--- src/rtl/eth_payload_bridge_if.sv ---
// eth_payload_bridge_if: MAC-side RX/TX streams and handler-side byte interfaces of the bridge
interface eth_payload_bridge_if;
    logic [7:0] i_rx_data;
    logic       i_rx_valid;
    logic       i_rx_last;
    logic       i_rx_err;
    logic       o_rx_drop;
    logic [7:0] o_rdata;
    logic       o_rready;
    logic       i_rreq;
    logic [7:0] i_wdata;
    logic       i_wvalid;
    logic       o_wready;
    logic [7:0] o_tx_data;
    logic       o_tx_valid;
    logic       o_tx_last;
    logic       i_tx_ready;
    modport slave (
        input  i_rx_data, i_rx_valid, i_rx_last, i_rx_err, i_rreq, i_wdata, i_wvalid, i_tx_ready,
        output o_rx_drop, o_rdata, o_rready, o_wready, o_tx_data, o_tx_valid, o_tx_last
    );
    modport master (
        output i_rx_data, i_rx_valid, i_rx_last, i_rx_err, i_rreq, i_wdata, i_wvalid, i_tx_ready,
        input  o_rx_drop, o_rdata, o_rready, o_wready, o_tx_data, o_tx_valid, o_tx_last
    );
endinterface

--- src/rtl/eth_payload_bridge.sv ---
// eth_payload_bridge: buffers whole RX frames for the handler and frames handler bytes for MAC TX
module eth_payload_bridge #(
    parameter int RX_AW = 8,
    parameter int TX_AW = 6
) (
    input logic i_clk,
    input logic i_rst,
    eth_payload_bridge_if.slave bus
);
    localparam logic [RX_AW:0] RDEPTH = (RX_AW+1)'(1) << RX_AW;
    localparam logic [TX_AW:0] TDEPTH = (TX_AW+1)'(1) << TX_AW;
    typedef enum logic [1:0] {IDLE, FILL, SEND} st_t;
    logic [7:0] rmem_q [2**RX_AW];
    logic [7:0] tmem_q [2**TX_AW];
    logic [RX_AW:0] rwr_q, rwr_d, rcwr_q, rcwr_d, rrd_q, rrd_d, rcnt, rwr_inc;
    logic ovf_q, ovf_d, drop_q, drop_d, rready_q, rready_d;
    logic [7:0] rdata_q, rdata_d;
    logic rfull, rx_we, rx_end, bad, pop;
    st_t state_q, state_d;
    logic [TX_AW:0] twr_q, twr_d, trd_q, trd_d, tcnt;
    logic [7:0] tx_data_q, tx_data_d;
    logic tx_valid_q, tx_valid_d, tx_last_q, tx_last_d;
    logic wready, wacc, closes, acc, ld;
    always_comb begin
        rcnt = rwr_q - rrd_q;
        rfull = rcnt == RDEPTH;
        rx_we = bus.i_rx_valid && !rfull && !ovf_q;
        rx_end = bus.i_rx_valid && bus.i_rx_last;
        bad = bus.i_rx_err || ovf_q || rfull;
        rwr_inc = rwr_q + (RX_AW+1)'(rx_we);
        ovf_d = rx_end ? 1'b0 : ovf_q || (bus.i_rx_valid && rfull);
        rwr_d = (rx_end && bad) ? rcwr_q : rwr_inc;
        rcwr_d = (rx_end && !bad) ? rwr_inc : rcwr_q;
        drop_d = rx_end && bad;
        pop = bus.i_rreq && rready_q && (rrd_q != rcwr_q);
        rrd_d = rrd_q + (RX_AW+1)'(pop);
        rdata_d = pop ? rmem_q[rrd_q[RX_AW-1:0]] : rdata_q;
        rready_d = rrd_q != rcwr_q;
    end
    always_comb begin
        tcnt = twr_q - trd_q;
        wready = !i_rst && (state_q == IDLE || (state_q == FILL && tcnt != TDEPTH));
        wacc = bus.i_wvalid && wready;
        closes = wacc && (tcnt + (TX_AW+1)'(1) == TDEPTH);
        acc = tx_valid_q && bus.i_tx_ready;
    end
    always_comb begin
        state_d = state_q;
        unique case (state_q)
            IDLE: state_d = wacc ? (closes ? SEND : FILL) : IDLE;
            FILL: state_d = (!bus.i_wvalid || closes) ? SEND : FILL;
            SEND: state_d = (acc && tx_last_q) ? IDLE : SEND;
            default: state_d = IDLE;
        endcase
    end
    always_comb begin
        ld = state_q == SEND && (!tx_valid_q || (acc && !tx_last_q)) && tcnt != '0;
        tx_valid_d = ld || (tx_valid_q && !acc);
        tx_last_d = ld ? tcnt == (TX_AW+1)'(1) : tx_last_q && !acc;
        tx_data_d = ld ? tmem_q[trd_q[TX_AW-1:0]] : tx_data_q;
        trd_d = trd_q + (TX_AW+1)'(ld);
        twr_d = twr_q + (TX_AW+1)'(wacc);
    end
    always_ff @(posedge i_clk) begin
        if (rx_we) rmem_q[rwr_q[RX_AW-1:0]] <= bus.i_rx_data;
        if (wacc) tmem_q[twr_q[TX_AW-1:0]] <= bus.i_wdata;
    end
    always_ff @(posedge i_clk) begin
        if (i_rst) begin
            state_q <= IDLE;
        end else begin
            state_q <= state_d;
        end
    end
    always_ff @(posedge i_clk) begin
        if (i_rst) begin
            rwr_q <= '0;
            rcwr_q <= '0;
            rrd_q <= '0;
            ovf_q <= 1'b0;
            drop_q <= 1'b0;
            rready_q <= 1'b0;
            rdata_q <= '0;
            twr_q <= '0;
            trd_q <= '0;
            tx_data_q <= '0;
            tx_valid_q <= 1'b0;
            tx_last_q <= 1'b0;
        end else begin
            rwr_q <= rwr_d;
            rcwr_q <= rcwr_d;
            rrd_q <= rrd_d;
            ovf_q <= ovf_d;
            drop_q <= drop_d;
            rready_q <= rready_d;
            rdata_q <= rdata_d;
            twr_q <= twr_d;
            trd_q <= trd_d;
            tx_data_q <= tx_data_d;
            tx_valid_q <= tx_valid_d;
            tx_last_q <= tx_last_d;
        end
    end
    assign bus.o_rx_drop = drop_q;
    assign bus.o_rdata = rdata_q;
    assign bus.o_rready = rready_q;
    assign bus.o_wready = wready;
    assign bus.o_tx_data = tx_data_q;
    assign bus.o_tx_valid = tx_valid_q;
    assign bus.o_tx_last = tx_last_q;
endmodule

--- src/flat_wrapper.sv ---
// flat-port wrapper written by rule: the top's interface ports become plain ports
module eth_payload_bridge_flat 
#(
    parameter int RX_AW = 8,
    parameter int TX_AW = 6
)
  (i_clk, i_rst, bus_i_rx_data, bus_i_rx_valid, bus_i_rx_last, bus_i_rx_err, bus_i_rreq, bus_i_wdata, bus_i_wvalid, bus_i_tx_ready, bus_o_rx_drop, bus_o_rdata, bus_o_rready, bus_o_wready, bus_o_tx_data, bus_o_tx_valid, bus_o_tx_last);
  eth_payload_bridge_if bus_i ();
  input logic i_clk;
  input logic i_rst;
  input wire logic [$bits(bus_i.i_rx_data)-1:0] bus_i_rx_data;
  input wire logic [$bits(bus_i.i_rx_valid)-1:0] bus_i_rx_valid;
  input wire logic [$bits(bus_i.i_rx_last)-1:0] bus_i_rx_last;
  input wire logic [$bits(bus_i.i_rx_err)-1:0] bus_i_rx_err;
  input wire logic [$bits(bus_i.i_rreq)-1:0] bus_i_rreq;
  input wire logic [$bits(bus_i.i_wdata)-1:0] bus_i_wdata;
  input wire logic [$bits(bus_i.i_wvalid)-1:0] bus_i_wvalid;
  input wire logic [$bits(bus_i.i_tx_ready)-1:0] bus_i_tx_ready;
  output wire logic [$bits(bus_i.o_rx_drop)-1:0] bus_o_rx_drop;
  output wire logic [$bits(bus_i.o_rdata)-1:0] bus_o_rdata;
  output wire logic [$bits(bus_i.o_rready)-1:0] bus_o_rready;
  output wire logic [$bits(bus_i.o_wready)-1:0] bus_o_wready;
  output wire logic [$bits(bus_i.o_tx_data)-1:0] bus_o_tx_data;
  output wire logic [$bits(bus_i.o_tx_valid)-1:0] bus_o_tx_valid;
  output wire logic [$bits(bus_i.o_tx_last)-1:0] bus_o_tx_last;
  assign bus_i.i_rx_data = bus_i_rx_data;
  assign bus_i.i_rx_valid = bus_i_rx_valid;
  assign bus_i.i_rx_last = bus_i_rx_last;
  assign bus_i.i_rx_err = bus_i_rx_err;
  assign bus_i.i_rreq = bus_i_rreq;
  assign bus_i.i_wdata = bus_i_wdata;
  assign bus_i.i_wvalid = bus_i_wvalid;
  assign bus_i.i_tx_ready = bus_i_tx_ready;
  assign bus_o_rx_drop = bus_i.o_rx_drop;
  assign bus_o_rdata = bus_i.o_rdata;
  assign bus_o_rready = bus_i.o_rready;
  assign bus_o_wready = bus_i.o_wready;
  assign bus_o_tx_data = bus_i.o_tx_data;
  assign bus_o_tx_valid = bus_i.o_tx_valid;
  assign bus_o_tx_last = bus_i.o_tx_last;
  eth_payload_bridge #(.RX_AW(RX_AW), .TX_AW(TX_AW)) u_core (.i_clk(i_clk), .i_rst(i_rst), .bus(bus_i));
endmodule
--- config.mk ---
export PLATFORM = sky130hd
export DESIGN_NAME = eth_payload_bridge_flat
export DESIGN_NICKNAME = d
export VERILOG_FILES = /design/src/rtl/eth_payload_bridge_if.sv /design/src/rtl/eth_payload_bridge.sv /design/src/flat_wrapper.sv
export SDC_FILE = /design/constraint.sdc
export NUM_CORES = 2
export LEC_CHECK = 0
export CORE_ASPECT_RATIO = 0.6
export CORE_MARGIN = 1
export CORE_UTILIZATION = 50
export CTS_CLUSTER_DIAMETER = 80
export DETAILED_ROUTE_END_ITERATION = 8
export PLACE_DENSITY = 0.65
export RECOVER_POWER = 50
export REMOVE_ABC_BUFFERS = 1
export SYNTH_ARGS = -nofsm -noshare
export SYNTH_HDL_FRONTEND = slang
export SYNTH_SLANG_ARGS = --single-unit
export TNS_END_PERCENT = 10
--- constraint.sdc ---
create_clock -name i_clk -period 8.4 [get_ports i_clk]
set_input_delay 2.52 -clock i_clk [delete_from_list [all_inputs] [get_ports i_clk]]
set_output_delay 2.52 -clock i_clk [all_outputs]
set_load 0.05 [all_outputs]
==> summary.txt <==
Run status
  – Result of the run: finished, violations left
  – Failing checks: capacitance limit, slew limit

Die
  – Initial cell density of the core: 0.503
  – Area of the die: 209,000 um^2
  – Die Y-Extent: 355 um
  – Top-level port count: 45
  – Placeable Area: 206,000 um^2
  – Die Span X: 590 um
  – Row count: 129

Logic synthesis
  – Mean instance size in the synthesized netlist: 20.8 um^2
  – Most used DFF post-synth: edfxtp_1
  – Cell types with the largest area share after synthesis: edfxtp_1 74%, mux4_2 13%, mux2i_1 2.0%, mux4_1 1.3%, dfxtp_1 1.2%
  – Cell taking the most area after synthesis: edfxtp_1
  – EDFF count, synth: 2,560
  – Flop and latch count out of synthesis: 2,624
  – Distinct cells, synth: 83
  – Synthesized cell area: 104,000 um^2
  – YS warnings: 0
  – Gate count of the mapped netlist: 4,989
  – Share of synthesized area occupied by flip-flops and latches: 0.754
  – Synth async-reset ratio: 0
  – Area share of the largest cell type after synthesis: 0.742

Clocking
  – Number of setup buffers added after CTS: 0
  – Post-CTS Resized: 0
  – Number of sinks driven by the clock tree: 2,624
  – H-tree level count: 4
  – CTS tree: yes
  – Max Buffers Root-to-Sink: 4
  – Clock slew at reported path FFs: 70 ps
  – Latest clock arrival within the worst-skew pair: 910 ps
  – Cts bufs inserted: 229
  – Hold-fix buffers at CTS: 0
  – CTS Root Buffer Type: clkbuf_16

Drt
  – Remaining number of nets flagged by the antenna check after routing: 0
  – Drt wl/cell: 34.7 um
  – Number of DRC violations after detailed-routing iteration 0: 8,339
  – Number of remaining DRC errors: 0
  – Drt via density: 6.58
  – Wirelength, routed: 279,000 um
  – Count of TritonRoute iterations in the first routing pass: 6
  – Total via count after detailed routing: 52,950

STA
  – Least-Margin Pin Slew: 6060 ps
  – Remaining max-slew budget at the tightest pin: -3.04
  – Worst clock skew: 110 ps
  – Max Transition Viols Final: 1,753
  – Setup TNS: 0 ps
  – Total setup violations reported at the end of the flow: 0
  – Maximum clock frequency: 132 MHz
  – Final period utilization: 0.902
  – Final critical delay including setup and external delays: 7580 ps
  – Final hold viol count: 0
  – Tightest hold margin: 479 ps
  – Unrepaired setup endpoints after global routing: false

Setup path
  – Crit start category: input pin
  – Critical Path, Cell by Cell: clkdlybuf4s25_1, clkbuf_2
  – Total buffers and inverters traversed by the critical path: 2
  – Cell family with the largest share of critical-path delay: buffers and inverters
  – Crit path DAT: 8110 ps
  – Critical-path top delay cell: clkdlybuf4s25_1
  – Maximum fanout count along the critical path: 114
  – Slowest cell delay on critical path: 4140 ps
  – Endpoint kind of the worst setup timing path: flip-flop
  – Type of the worst setup path: input pin to flip-flop
  – Worst EP required: 8940 ps

Cells and area
  – Fin area: 114,000 um^2
  – Most frequent cells in the layout: 2,560 x edfxtp_1, 577 x mux4_2, 328 x nor2_1, 230 x clkbuf_16, 206 x mux2i_1
  – Total number of nets in the final design: 5,163
  – Post-synthesis to final-layout area growth: 9.66%
  – Most common library cell in the layout ignoring fill and taps: edfxtp_1
  – Fraction of layout instances using a drive strength above 1: 0.206
  – Post-Layout Cell Count: 8,051

Power and ir drop
  – Leakage Power: 0.0341 uW
  – Total power density per cell area: 220 nW/um^2
  – Peak ir drop on the vdd network: 0.177 mV

Global route
  – Antenna violations before repair: 17
  – Number of global-route vias before repair: 50,545
  – GR Overflow Total: 0
  – Total GRT Usage: 0.267
  – Largest net degree at the start of global routing: 166
  – First-pass GRT wire length: 393,000 um

Place
  – Total of buffers placed on input and output ports: 44
  – Placed Instances: 7,634
  – Final GP Congestion: 0.905
  – Placed Instance Area: 107,000 um^2
  – Detailed Place HPWL: 168,000 um

Worst hold path
  – Hold crit path type: flip-flop to flip-flop

Flow run
  – Total of max-cap violations: 24
## metal layers
metal | GRT usage | vias to the layer above | wire length [um]
li1 | - | 21021 | -
met1 | 0.430 | 27860 | 120000
met2 | 0.340 | 3659 | 110000
met3 | 0.106 | 396 | 42700
met4 | 0.0533 | 14 | 5970
met5 | 0.00427 | - | 200
## flip-flops by register name (all words and copies together), names as in the netlist
name / count
u_core.bus.o_rdata: 8
u_core.rmem_q: 2048
u_core.bus.o_rready: 1
u_core.ovf_q: 1
u_core.tmem_q: 512
u_core.bus.o_tx_data: 8
u_core.rrd_q: 9
u_core.state_q: 2
u_core.bus.o_rx_drop: 1
u_core.bus.o_tx_valid: 1
u_core.bus.o_tx_last: 1
u_core.twr_q: 7
u_core.rcwr_q: 9
u_core.trd_q: 7
u_core.rwr_q: 9
## final timing paths
check | startpoint | to | slack, ps | cells past startpoint
worst max-delay path | bus_i_rx_data[3] | u_core.rmem_q[60][3] | 820 | 2
worst min-delay path | u_core.bus.o_tx_data[5] | u_core.bus.o_tx_data[5] | 480 | 2
worst max register to register | u_core.rrd_q[1] | u_core.rmem_q[11][6] | 1120 | 10
worst min register to register | u_core.bus.o_tx_data[5] | u_core.bus.o_tx_data[5] | 480 | 2
## worst min-delay path: stages, from the launching register on
cell and delay [ps]:
dfxtp_1 310, o21ai_0 60, a21oi_1 60
## power breakdown
part	switching, uW	internal (uW)	leakage [uW]	total, uW
Sequential	12.4	14400	0.0235	14400
Clock	4670	5470	0.00342	10100
Combinational	403	98.4	0.00717	502
Total	5080	20000	0.0341	25100
## synthesized netlist by cell type, types with 31 or more instances
master,number
a21oi_1,68
a22oi_1,58
buf_2,83
clkbuf_1,98
dfxtp_1,64
edfxtp_1,2560
mux2i_1,206
mux4_1,53
mux4_2,577
nand2_1,165
nand3_1,58
nor2_1,330
nor3_1,41
nor4_1,46
o21ai_0,50
o22ai_1,31
## cell families (layout without fill, tap and decap cells)
logic type / after synthesis / in the layout / synth area share
and+or+nand+nor: 759 / 759 / 0.0331
xor gates and xnor gates: 34 / 34 / 0.00287
muxes: 845 / 845 / 0.160
other: 0 / 7 / 0
DFF: 2624 / 2624 / 0.754
buffers and inverters: 331 / 635 / 0.0217
AOI/OAI and AO/OA: 373 / 373 / 0.0253
adders and majority gates: 23 / 23 / 0.00285
## area by class of cell
type                            count  area [um^2]
Timing Repair Buffer              201         1620
Clock buffer                      284         6040
Antenna cell                        7         17.5
Inverter                           26          103
Multi-Input combinational cell   2034        23300
Sequential cell                  2624        78200
Clock inverter                    124          947
Tap cell                         2751         3440
Fill cell                       15366        92300
## stage by stage
step	util	setup WS (ps)	total power [uW]
final	0.552	824	25100
after global routing	0.552	611	25700
after CTS	0.552	1280	25100
after detailed placement	0.519	2170	15200
after global placement	0.519	2160	15200
after floorplan	-	-17250	14800
(Power assumes the default switching activity.)
